## config.mk

```make
export PLATFORM = sky130hd
export DESIGN_NAME = oled_spi_receiver
export DESIGN_NICKNAME = d
export VERILOG_FILES = /design/src/rtl/oled_spi_receiver.sv
export SDC_FILE = /design/constraint.sdc
export NUM_CORES = 1
export LEC_CHECK = 0
export ABC_AREA = 0
export ABC_CLOCK_PERIOD_IN_PS = 4400
export CAP_MARGIN = 20
export CORE_AREA = 2 2 89 91
export DETAILED_ROUTE_END_ITERATION = 6
export DIE_AREA = 0 0 91 93
export PLACE_DENSITY = 0.82
export SYNTH_ARGS = -nofsm -noshare
export SYNTH_HDL_FRONTEND = slang
export SYNTH_SLANG_ARGS = --single-unit
```

## constraint.sdc

```tcl
create_clock -name clk -period 4.4 [get_ports clk]
set_input_delay 0.88 -clock clk [delete_from_list [all_inputs] [get_ports clk]]
set_output_delay 0.88 -clock clk [all_outputs]
set_load 0.02 [all_outputs]
```

## src/rtl/oled_spi_receiver.sv

```systemverilog
// oled_spi_receiver
// Receive-side decoder for the 96x64 OLED pmod SPI link. It oversamples the
// cs/sclk/sdin/d_cn lines on the 100 MHz board clock and rebuilds command
// bytes and RGB565 pixels, each pixel tagged with its screen position.
//
// Ports:
//   clk, reset          board clock; synchronous active-high reset
//   cs, sdin, sclk, d_cn raw serial lines (cs active low, MSB first,
//                        sampled on sclk rising, d_cn=0 command / 1 data)
//   cmd_valid/cmd_byte   one-cycle pulse with the received command byte
//   pixel_valid          one-cycle pulse; pixel_data/pixel_index/x/y valid
//   frame_done           pulses together with the last pixel of a frame
//   byte_abort           pulses when cs rises with a partial byte received
module oled_spi_receiver #(
  parameter int WIDTH       = 96,
  parameter int HEIGHT      = 64,
  parameter int SYNC_STAGES = 2
) (
  input  logic        clk,
  input  logic        reset,
  input  logic        cs,
  input  logic        sdin,
  input  logic        sclk,
  input  logic        d_cn,
  output logic        cmd_valid,
  output logic [7:0]  cmd_byte,
  output logic        pixel_valid,
  output logic [15:0] pixel_data,
  output logic [12:0] pixel_index,
  output logic [6:0]  x,
  output logic [5:0]  y,
  output logic        frame_done,
  output logic        byte_abort
);

  localparam logic [6:0] X_LAST = 7'(WIDTH - 1);
  localparam logic [5:0] Y_LAST = 6'(HEIGHT - 1);

  // Synchronizer chains, oldest stage at the top bit.
  logic [SYNC_STAGES-1:0] cs_sync, sclk_sync, sdin_sync, dcn_sync;
  logic                   cs_prev, sclk_prev;

  always_ff @(posedge clk) begin
    if (reset) begin
      // NOTE: cs resets to its idle (high) level so leaving reset never
      // looks like a cs edge or an open transfer.
      cs_sync   <= '1;
      sclk_sync <= '0;
      sdin_sync <= '0;
      dcn_sync  <= '0;
      cs_prev   <= 1'b1;
      sclk_prev <= 1'b0;
    end else begin
      cs_sync   <= {cs_sync[SYNC_STAGES-2:0], cs};
      sclk_sync <= {sclk_sync[SYNC_STAGES-2:0], sclk};
      sdin_sync <= {sdin_sync[SYNC_STAGES-2:0], sdin};
      dcn_sync  <= {dcn_sync[SYNC_STAGES-2:0], d_cn};
      cs_prev   <= cs_sync[SYNC_STAGES-1];
      sclk_prev <= sclk_sync[SYNC_STAGES-1];
    end
  end

  logic cs_s, sclk_s, sdin_s, dcn_s;
  assign cs_s   = cs_sync[SYNC_STAGES-1];
  assign sclk_s = sclk_sync[SYNC_STAGES-1];
  assign sdin_s = sdin_sync[SYNC_STAGES-1];
  assign dcn_s  = dcn_sync[SYNC_STAGES-1];

  logic sclk_rise, cs_rise, bit_take;
  assign sclk_rise = sclk_s & ~sclk_prev;
  assign cs_rise   = cs_s & ~cs_prev;
  // A simultaneous cs rise already has cs_s high, so no bit is taken then.
  assign bit_take  = sclk_rise & ~cs_s;

  logic [6:0]  shreg;
  logic [2:0]  bit_cnt;
  logic [7:0]  rx_byte;
  logic [7:0]  hi_byte;
  logic        hi_pending;
  logic [6:0]  next_x;
  logic [5:0]  next_y;
  logic [12:0] next_index;

  // Byte as it stands once the bit arriving this cycle is shifted in.
  assign rx_byte = {shreg, sdin_s};

  always_ff @(posedge clk) begin
    if (reset) begin
      shreg       <= '0;
      bit_cnt     <= '0;
      hi_byte     <= '0;
      hi_pending  <= 1'b0;
      next_x      <= '0;
      next_y      <= '0;
      next_index  <= '0;
      cmd_valid   <= 1'b0;
      cmd_byte    <= '0;
      pixel_valid <= 1'b0;
      pixel_data  <= '0;
      pixel_index <= '0;
      x           <= '0;
      y           <= '0;
      frame_done  <= 1'b0;
      byte_abort  <= 1'b0;
    end else begin
      // NOTE: every register here uses <= so all branches see the values
      // from before this edge; pulses default low and are raised below.
      cmd_valid   <= 1'b0;
      pixel_valid <= 1'b0;
      frame_done  <= 1'b0;
      byte_abort  <= 1'b0;

      if (cs_rise) begin
        byte_abort <= (bit_cnt != 3'd0);
        bit_cnt    <= 3'd0;
      end else if (bit_take) begin
        shreg   <= rx_byte[6:0];
        bit_cnt <= bit_cnt + 3'd1;  // wraps 7 -> 0 on the last bit
        if (bit_cnt == 3'd7) begin
          if (!dcn_s) begin
            cmd_byte   <= rx_byte;
            cmd_valid  <= 1'b1;
            hi_pending <= 1'b0;
            next_x     <= '0;
            next_y     <= '0;
            next_index <= '0;
          end else if (!hi_pending) begin
            hi_byte    <= rx_byte;
            hi_pending <= 1'b1;
          end else begin
            pixel_data  <= {hi_byte, rx_byte};
            pixel_index <= next_index;
            x           <= next_x;
            y           <= next_y;
            pixel_valid <= 1'b1;
            hi_pending  <= 1'b0;
            // Raster advance; the linear index is counted alongside x/y.
            if (next_x == X_LAST) begin
              next_x <= '0;
              if (next_y == Y_LAST) begin
                next_y     <= '0;
                next_index <= '0;
                frame_done <= 1'b1;
              end else begin
                next_y     <= next_y + 6'd1;
                next_index <= next_index + 13'd1;
              end
            end else begin
              next_x     <= next_x + 7'd1;
              next_index <= next_index + 13'd1;
            end
          end
        end
      end
    end
  end

endmodule

```

==> flow_summary.rst, run 1 <==
.. list-table::
   :header-rows: 1

   * - Metric
     - Value
   * - Outcome
     - complete, no violations
   * - Worst ir drop on vdd
     - 0.261 mV
   * - Final hold vios
     - 0
   * - Total number of vias
     - 3596
   * - Worst-path clk slew
     - 110 ps
   * - Net count of the mapped netlist
     - 502
   * - Post-layout instance count excluding filler cells
     - 638
   * - Number of setup buffers added after CTS
     - 0
   * - Gate count of the mapped netlist
     - 490
   * - Series of cell instances along the critical path
     - ha_1 > ha_1 > and4bb_1 > nand3_4 > or4b_1 > a31oi_1
   * - Share of synthesized flip-flops with an asynchronous set or reset
     - 0
   * - Global-route wire length before repair
     - 15300 um
   * - Count of final setup violators
     - 0
   * - Leading register cell type out of synthesis
     - sky130_fd_sc_hd__dfxtp_1
   * - Count of buffers from port buffering
     - 59
   * - Total Routing Usage GR
     - 0.219
   * - Number of placed instances, taps included
     - 621
   * - Number of storage elements in the synthesis netlist
     - 109
   * - Wire length on met2
     - 4340 um
   * - Initial antenna violation count
     - 0
   * - Leakage power summed over all cells
     - 0.00170 uW
   * - Count of routing violations after the opening detailed-route iteration
     - 283
   * - RSZ-0062 raised after global routing
     - false
   * - Final TNS setup
     - 0 ps
   * - Vias per cell
     - 5.64
   * - Io pins
     - 60
   * - Final-stage net count
     - 543
   * - Standard cell with the maximum stage delay on the critical path
     - sky130_fd_sc_hd__or4b_1
   * - Max transition margin
     - 0.320
   * - Type of the worst min-delay path
     - register to register
   * - Area enclosed by the die boundary
     - 8460 um^2
   * - Average footprint of a synthesized cell
     - 8.64 um^2
   * - Area of the placeable core
     - 7530 um^2
   * - Number of search-and-repair iterations in the first detailed-routing pass
     - 6
   * - Largest net degree at the start of global routing
     - 54
   * - Period Utilization, post-route
     - 0.578
   * - Minimum period implied by the final worst setup slack
     - 2540 ps
   * - Wire length reported by the detailed router
     - 9000 um
   * - Master cell of the clock root buffer
     - sky130_fd_sc_hd__clkbuf_8
   * - Crit-path max FO
     - 48
   * - Actual transition at the worst max-transition pin
     - 1020 ps
   * - CTS sink count
     - 109
   * - CTS buffer count
     - 9
   * - Most frequent cells after synthesis
     - sky130_fd_sc_hd__dfxtp_1, sky130_fd_sc_hd__nand2_1, sky130_fd_sc_hd__a21oi_1
   * - Cells resized by post-CTS repair
     - 0
   * - Signal arrival time at the worst endpoint
     - 2840 ps
   * - Leading cell type by number of instances after synthesis
     - sky130_fd_sc_hd__dfxtp_1
   * - Largest stage delay, worst path
     - 650 ps
   * - Required arrival time at the worst endpoint
     - 4700 ps
   * - Cell row count
     - 32
   * - Fin Hold WS
     - 418 ps
   * - Skew final
     - 12.0 ps
   * - Clock latency at the later pin of the worst-skew pair
     - 380 ps
   * - Cells taking the most area after synthesis
     - sky130_fd_sc_hd__dfxtp_1, sky130_fd_sc_hd__nand2_1, sky130_fd_sc_hd__a21oi_1, sky130_fd_sc_hd__mux2i_1, sky130_fd_sc_hd__nor2_1
   * - # hold bufs at CTS
     - 0
   * - Detailed-route DRC error count
     - 0
   * - Htree depth
     - 3
   * - Grt ovf
     - 0
   * - Final weighted congestion of routability-driven global placement
     - 0.829
   * - Fmax
     - 394 MHz
   * - Power density over the cells
     - 322 nW/um^2
   * - TritonCTS clock tree
     - done
   * - Worst path top cell family by delay
     - simple AND/OR/NAND/NOR gates
   * - Routed len/inst
     - 14.1 um
   * - Detailed-routed wire length on met3
     - 538 um
   * - Total of warnings raised by yosys
     - 0
   * - Leading area contributor after synthesis
     - sky130_fd_sc_hd__dfxtp_1
   * - Count of different cell masters after synthesis
     - 48
   * - Wire length the detailed router placed on met1
     - 3910 um
   * - Final HPWL from detailed placement
     - 5890 um
   * - Critical path startpoint category
     - register
   * - Total standard cell area after synthesis
     - 4230 um^2
   * - Maximum root-to-sink buffer count
     - 2
   * - Vias in the first global route
     - 3406
   * - Post-synthesis to final-layout area growth
     - 19.4%
   * - Startpoint-to-endpoint class of the critical path
     - register to register
   * - Pins over their slew limit
     - 0
   * - Share of final-layout standard cells stronger than drive strength 1
     - 0.0541
   * - Endpoint class of the critical path
     - register
   * - Most repeated library cell on the critical path
     - sky130_fd_sc_hd__ha_1
   * - Detail Route Antenna Nets
     - 0
   * - Antenna Diode Count
     - 0
   * - Starting density of the core
     - 0.563
   * - WP buf/inv
     - 0
   * - Width of the chip
     - 91 um
   * - Sequential element share of the synthesized area
     - 0.515
   * - Vert. Die Dim
     - 93 um
   * - Area share of the leading cell type in the synthesized netlist
     - 0.515
   * - Power, Total
     - 1630 uW
   * - Highest signal layer in the routed design
     - met4
   * - Number of maximum-capacitance violations
     - 0
   * - Number of synthesized flops with an enable pin
     - 0
-- state kept, by name, summed over array words and instances (netlist names), 7 cells and up --
signal       cells
cmd_byte         8
hi_byte          8
next_index      13
next_x           7
pixel_data      16
pixel_index     13
shreg            7
x                7
-- routing by layer --
metal	track usage	vias up
li1	-	1760
met1	0.272	1693
met2	0.368	116
met3	0.0411	27
met4	0.106	0
met5	0	-
-- final timing paths --
path	depth (start not counted)	end	slack, ps	startpoint
setup / recovery	6	next_index[10]	1860	bit_cnt[0]
hold reg to reg	1	cs_sync[1]	420	cs_sync[0]
setup reg to reg	6	next_index[10]	1860	bit_cnt[0]
hold / removal	1	cs_sync[1]	420	cs_sync[0]
-- stage by stage --
| stage | instance area (um^2) | worst slack, ps | util |
|---|---|---|---|
| after CTS | 5030 | 1570 | 0.668 |
| after global routing | 5060 | 1680 | 0.672 |
| after global placement | 4830 | 1790 | 0.641 |
| after floorplan | 4230 | 2510 | - |
| after detailed placement | 4830 | 1630 | 0.641 |
| final | 5060 | 1860 | 0.672 |
-- layout by cell type, fill, tap and decap left out, types with 3 or more instances in the layout --
cell / instances
sky130_fd_sc_hd__inv_1: 4
sky130_fd_sc_hd__or3_1: 3
sky130_fd_sc_hd__and3_1: 3
sky130_fd_sc_hd__and4_1: 3
sky130_fd_sc_hd__o21ai_0: 15
sky130_fd_sc_hd__buf_4: 3
sky130_fd_sc_hd__nand2_1: 106
sky130_fd_sc_hd__mux2i_1: 16
sky130_fd_sc_hd__ha_1: 6
sky130_fd_sc_hd__nor2b_1: 11
sky130_fd_sc_hd__nor2_1: 33
sky130_fd_sc_hd__clkbuf_8: 9
sky130_fd_sc_hd__xor2_1: 4
sky130_fd_sc_hd__a31oi_1: 5
sky130_fd_sc_hd__o31ai_1: 3
sky130_fd_sc_hd__dfxtp_1: 109
sky130_fd_sc_hd__nand4_1: 10
sky130_fd_sc_hd__nand3_1: 11
sky130_fd_sc_hd__a21oi_1: 65
sky130_fd_sc_hd__nor3_1: 8
sky130_fd_sc_hd__clkdlybuf4s50_1: 58
sky130_fd_sc_hd__nand2b_1: 4
sky130_fd_sc_hd__or2_2: 4
sky130_fd_sc_hd__xnor2_1: 3
sky130_fd_sc_hd__or4_1: 6
-- power by group --
part | internal (uW) | switching [uW]
clock network | 226 | 376
registers | 990 | 2.10
logic | 9.85 | 23.3
-- cells by family (layout without fill, tap and decap cells) --
logic type / Yosys count / after routing / share of synthesized area
adder cells (fa/ha/maj): 6 / 6 / 0.0177
multiplexers: 16 / 16 / 0.0378
XOR/XNOR: 7 / 7 / 0.0145
flip-flops: 109 / 109 / 0.515
buffers and inverters: 37 / 83 / 0.0387
AND/OR/NAND/NOR: 215 / 215 / 0.242
AO/OA/AOI/OAI: 100 / 100 / 0.134
-- worst reg2reg max path: stages (launching register included) --
cell and delay, ps:
sky130_fd_sc_hd__dfxtp_1 400, sky130_fd_sc_hd__ha_1 190, sky130_fd_sc_hd__ha_1 160, sky130_fd_sc_hd__and4bb_1 410
sky130_fd_sc_hd__nand3_4 470, sky130_fd_sc_hd__or4b_1 650, sky130_fd_sc_hd__a31oi_1 180
-- final cells by class --
type | count | area, um^2
repair buffers | 63 | 636
multi-input cells | 344 | 1890
flip-flops and latches | 109 | 2180
clock inverters | 7 | 80.1
inverters | 4 | 15.0
well taps | 102 | 128
fillers | 645 | 2470
clock buffers | 9 | 124
Power figures use the tool's default switching activity.
==> inputs of run 2 (changes only) <==
--- a/config.mk
+++ b/config.mk
@@ -6,12 +6,12 @@
 export NUM_CORES = 1
 export LEC_CHECK = 0
 export ABC_AREA = 0
-export ABC_CLOCK_PERIOD_IN_PS = 4400
+export ABC_CLOCK_PERIOD_IN_PS = 2250
 export CAP_MARGIN = 20
-export CORE_AREA = 2 2 89 91
+export CORE_AREA = 2 2 96 98
 export DETAILED_ROUTE_END_ITERATION = 6
-export DIE_AREA = 0 0 91 93
-export PLACE_DENSITY = 0.82
+export DIE_AREA = 0 0 98 100
+export PLACE_DENSITY = 0.75
 export SYNTH_ARGS = -nofsm -noshare
 export SYNTH_HDL_FRONTEND = slang
 export SYNTH_SLANG_ARGS = --single-unit
==> constraint.sdc (replaced) <==
create_clock -name clk -period 2.25 [get_ports clk]
set_input_delay 0.45 -clock clk [delete_from_list [all_inputs] [get_ports clk]]
set_output_delay 0.45 -clock clk [all_outputs]
set_load 0.02 [all_outputs]
==> run 2 against run 1 <==
Utilization fell by 9.2 points. Clock skew barely moved. Combinational power rose by 110%. Count of clock-buffer cells in the layout did not move. Clock power rose by 83%. Worst setup slack got worse by 1700 ps. Register-to-register slack got worse by 1700 ps. First-iteration DRC count fell by 39%. Critical path depth rose by 1. Hold slack improved by 5.3 ps. Critical endpoint is now next_index[11]. Highest routed layer unchanged.
==> flow_summary.rst, run 2 (synthesized netlist as in run 1, its figures left out) <==
.. list-table::
   :header-rows: 1

   * - Metric
     - Value
   * - Largest net degree at the start of global routing
     - 70
   * - Wire length reported by the detailed router
     - 9110 um
   * - Register with the most flip-flops
     - pixel_data
   * - Cell row count
     - 35
   * - Max reg flops
     - 16
   * - Post-route cell area
     - 5150 um^2
   * - CTS sink count
     - 109
   * - Final TNS setup
     - 0 ps
   * - Endpoint class of the critical path
     - register
   * - Power, Total
     - 3110 uW
   * - Number of maximum-capacitance violations
     - 0
   * - Worst ir drop on vdd
     - 0.344 mV
   * - Most repeated library cell on the critical path
     - sky130_fd_sc_hd__ha_1
   * - Outcome
     - complete, no violations
   * - Number of search-and-repair iterations in the first detailed-routing pass
     - 4
   * - Area taken by multi-input logic gates
     - 1890 um^2
   * - Count of final setup violators
     - 0
   * - Global-route wire length before repair
     - 15300 um
   * - Final hold vios
     - 0
   * - Max transition margin
     - 0.640
   * - Worst-path clk slew
     - 110 ps
   * - Area of the placeable core
     - 8890 um^2
   * - Share of final-layout standard cells stronger than drive strength 1
     - 0.0800
   * - Area of placed instances
     - 4970 um^2
   * - Count of buffers from port buffering
     - 59
   * - Crit-path max FO
     - 7
   * - Power density over the cells
     - 603 nW/um^2
   * - FILL cells
     - 780
   * - Standard cell with the maximum stage delay on the critical path
     - sky130_fd_sc_hd__or4b_1
   * - RSZ-0062 raised after global routing
     - false
   * - Vias per cell
     - 5.38
   * - Vias in the first global route
     - 3375
   * - Commonest non-fill, non-tap cells in the layout
     - sky130_fd_sc_hd__dfxtp_1, sky130_fd_sc_hd__nand2_1, sky130_fd_sc_hd__a21oi_1
   * - Area enclosed by the die boundary
     - 9800 um^2
   * - Final-stage net count
     - 557
   * - Count of routing violations after the opening detailed-route iteration
     - 174
   * - Period Utilization, post-route
     - 0.928
   * - Actual transition at the worst max-transition pin
     - 538 ps
   * - Required arrival time at the worst endpoint
     - 2540 ps
   * - Fmax
     - 479 MHz
   * - TritonCTS clock tree
     - done
   * - Maximum root-to-sink buffer count
     - 2
   * - Width of the chip
     - 98 um
   * - Biggest regs
     - pixel_data x16, next_index x13, pixel_index x13
   * - Largest stage delay, worst path
     - 520 ps
   * - Post-Place Setup Slack
     - 139 ps
   * - Startpoint-to-endpoint class of the critical path
     - register to register
   * - CTS buffer count
     - 9
   * - Utilization of the core after routing
     - 0.580
   * - Antenna Diode Count
     - 0
   * - Initial antenna violation count
     - 0
   * - WP buf/inv
     - 1
   * - Io pins
     - 60
   * - Detail Route Antenna Nets
     - 0
   * - Final HPWL from detailed placement
     - 6290 um
   * - Footprint of the flip-flops and latches
     - 2180 um^2
   * - Skew final
     - 11.7 ps
   * - Post-synthesis to final-layout area growth
     - 21.7%
   * - Total Routing Usage GR
     - 0.188
   * - Vert. Die Dim
     - 100 um
   * - Minimum period implied by the final worst setup slack
     - 2090 ps
   * - Pins over their slew limit
     - 0
   * - Starting density of the core
     - 0.476
   * - Grt ovf
     - 0
   * - # hold bufs at CTS
     - 0
   * - Number of setup buffers added after CTS
     - 0
   * - Critical path startpoint category
     - register
   * - Routed len/inst
     - 13.8 um
   * - Worst path top cell family by delay
     - simple AND/OR/NAND/NOR gates
   * - Clock latency at the later pin of the worst-skew pair
     - 370 ps
   * - Series of cell instances along the critical path
     - ha_1 > ha_1 > and4bb_2 > buf_4 > nand3_4 > or4b_1 > a31oi_1
   * - Detailed-route DRC error count
     - 0
   * - Leakage power summed over all cells
     - 0.00175 uW
   * - Signal arrival time at the worst endpoint
     - 2380 ps
   * - Master cell of the clock root buffer
     - sky130_fd_sc_hd__clkbuf_8
   * - Total number of vias
     - 3559
   * - Final WS setup
     - 161 ps
   * - Type of the worst min-delay path
     - register to register
   * - Final weighted congestion of routability-driven global placement
     - 0.903
   * - Commonest non-fill, non-tap cell in the layout
     - sky130_fd_sc_hd__dfxtp_1
   * - Htree depth
     - 3
[run 2: changes by cell type in the layout (fill, tap and decap cells not counted), sizes merged]
| cell | before | now |
|---|---|---|
| buf | 5 | 19 |
| clkinv | 3 | 1 |
| clkinvlp | 1 | 3 |
[run 2: layout make-up]
type,count,share of cell area
flip-flops and latches,109,0.423
inverters,4,0.00291
multi-input cells,344,0.367
clock buffers,9,0.0240
well taps,111,0.0269
repair buffers,77,0.145
clock inverters,7,0.0109
[run 2: through the flow]
stage,hold slack [ps],instances
finish,424,661
global route,438,661
CTS,426,661
detailed placement,400,645
global placement,393,645
floorplan,389,490
[run 2: timing repair]
action | CTS | global route
endpoints found under the setup margin | 0 | 3
resized for setup | 0 | 1
endpoints found under the hold margin | 0 | 0
[run 2: worst paths after layout]
path / from / end / slack (ps) / cells after the start
worst max-delay path: bit_cnt[0] / next_index[11] / 160 / 7
worst min-delay path: cs_sync[0] / cs_sync[1] / 420 / 1
worst max register to register: bit_cnt[0] / next_index[11] / 160 / 7
worst min register to register: cs_sync[0] / cs_sync[1] / 420 / 1
[run 2: layer usage]
metal	vias up	global-route usage	part of all wire
met4	0	0.0844	0.012
met2	106	0.314	0.49
met3	9	0.0348	0.050
met5	-	0	0
li1	1785	-	-
met1	1659	0.240	0.45
[run 2: report_power, final]
| group | switching (uW) | leakage [uW] | internal (uW) |
|---|---|---|---|
| logic | 45.7 | 0.000782 | 24.6 |
| registers | 5.46 | 0.000879 | 1940 |
| clock network | 680 | 0.0000842 | 416 |
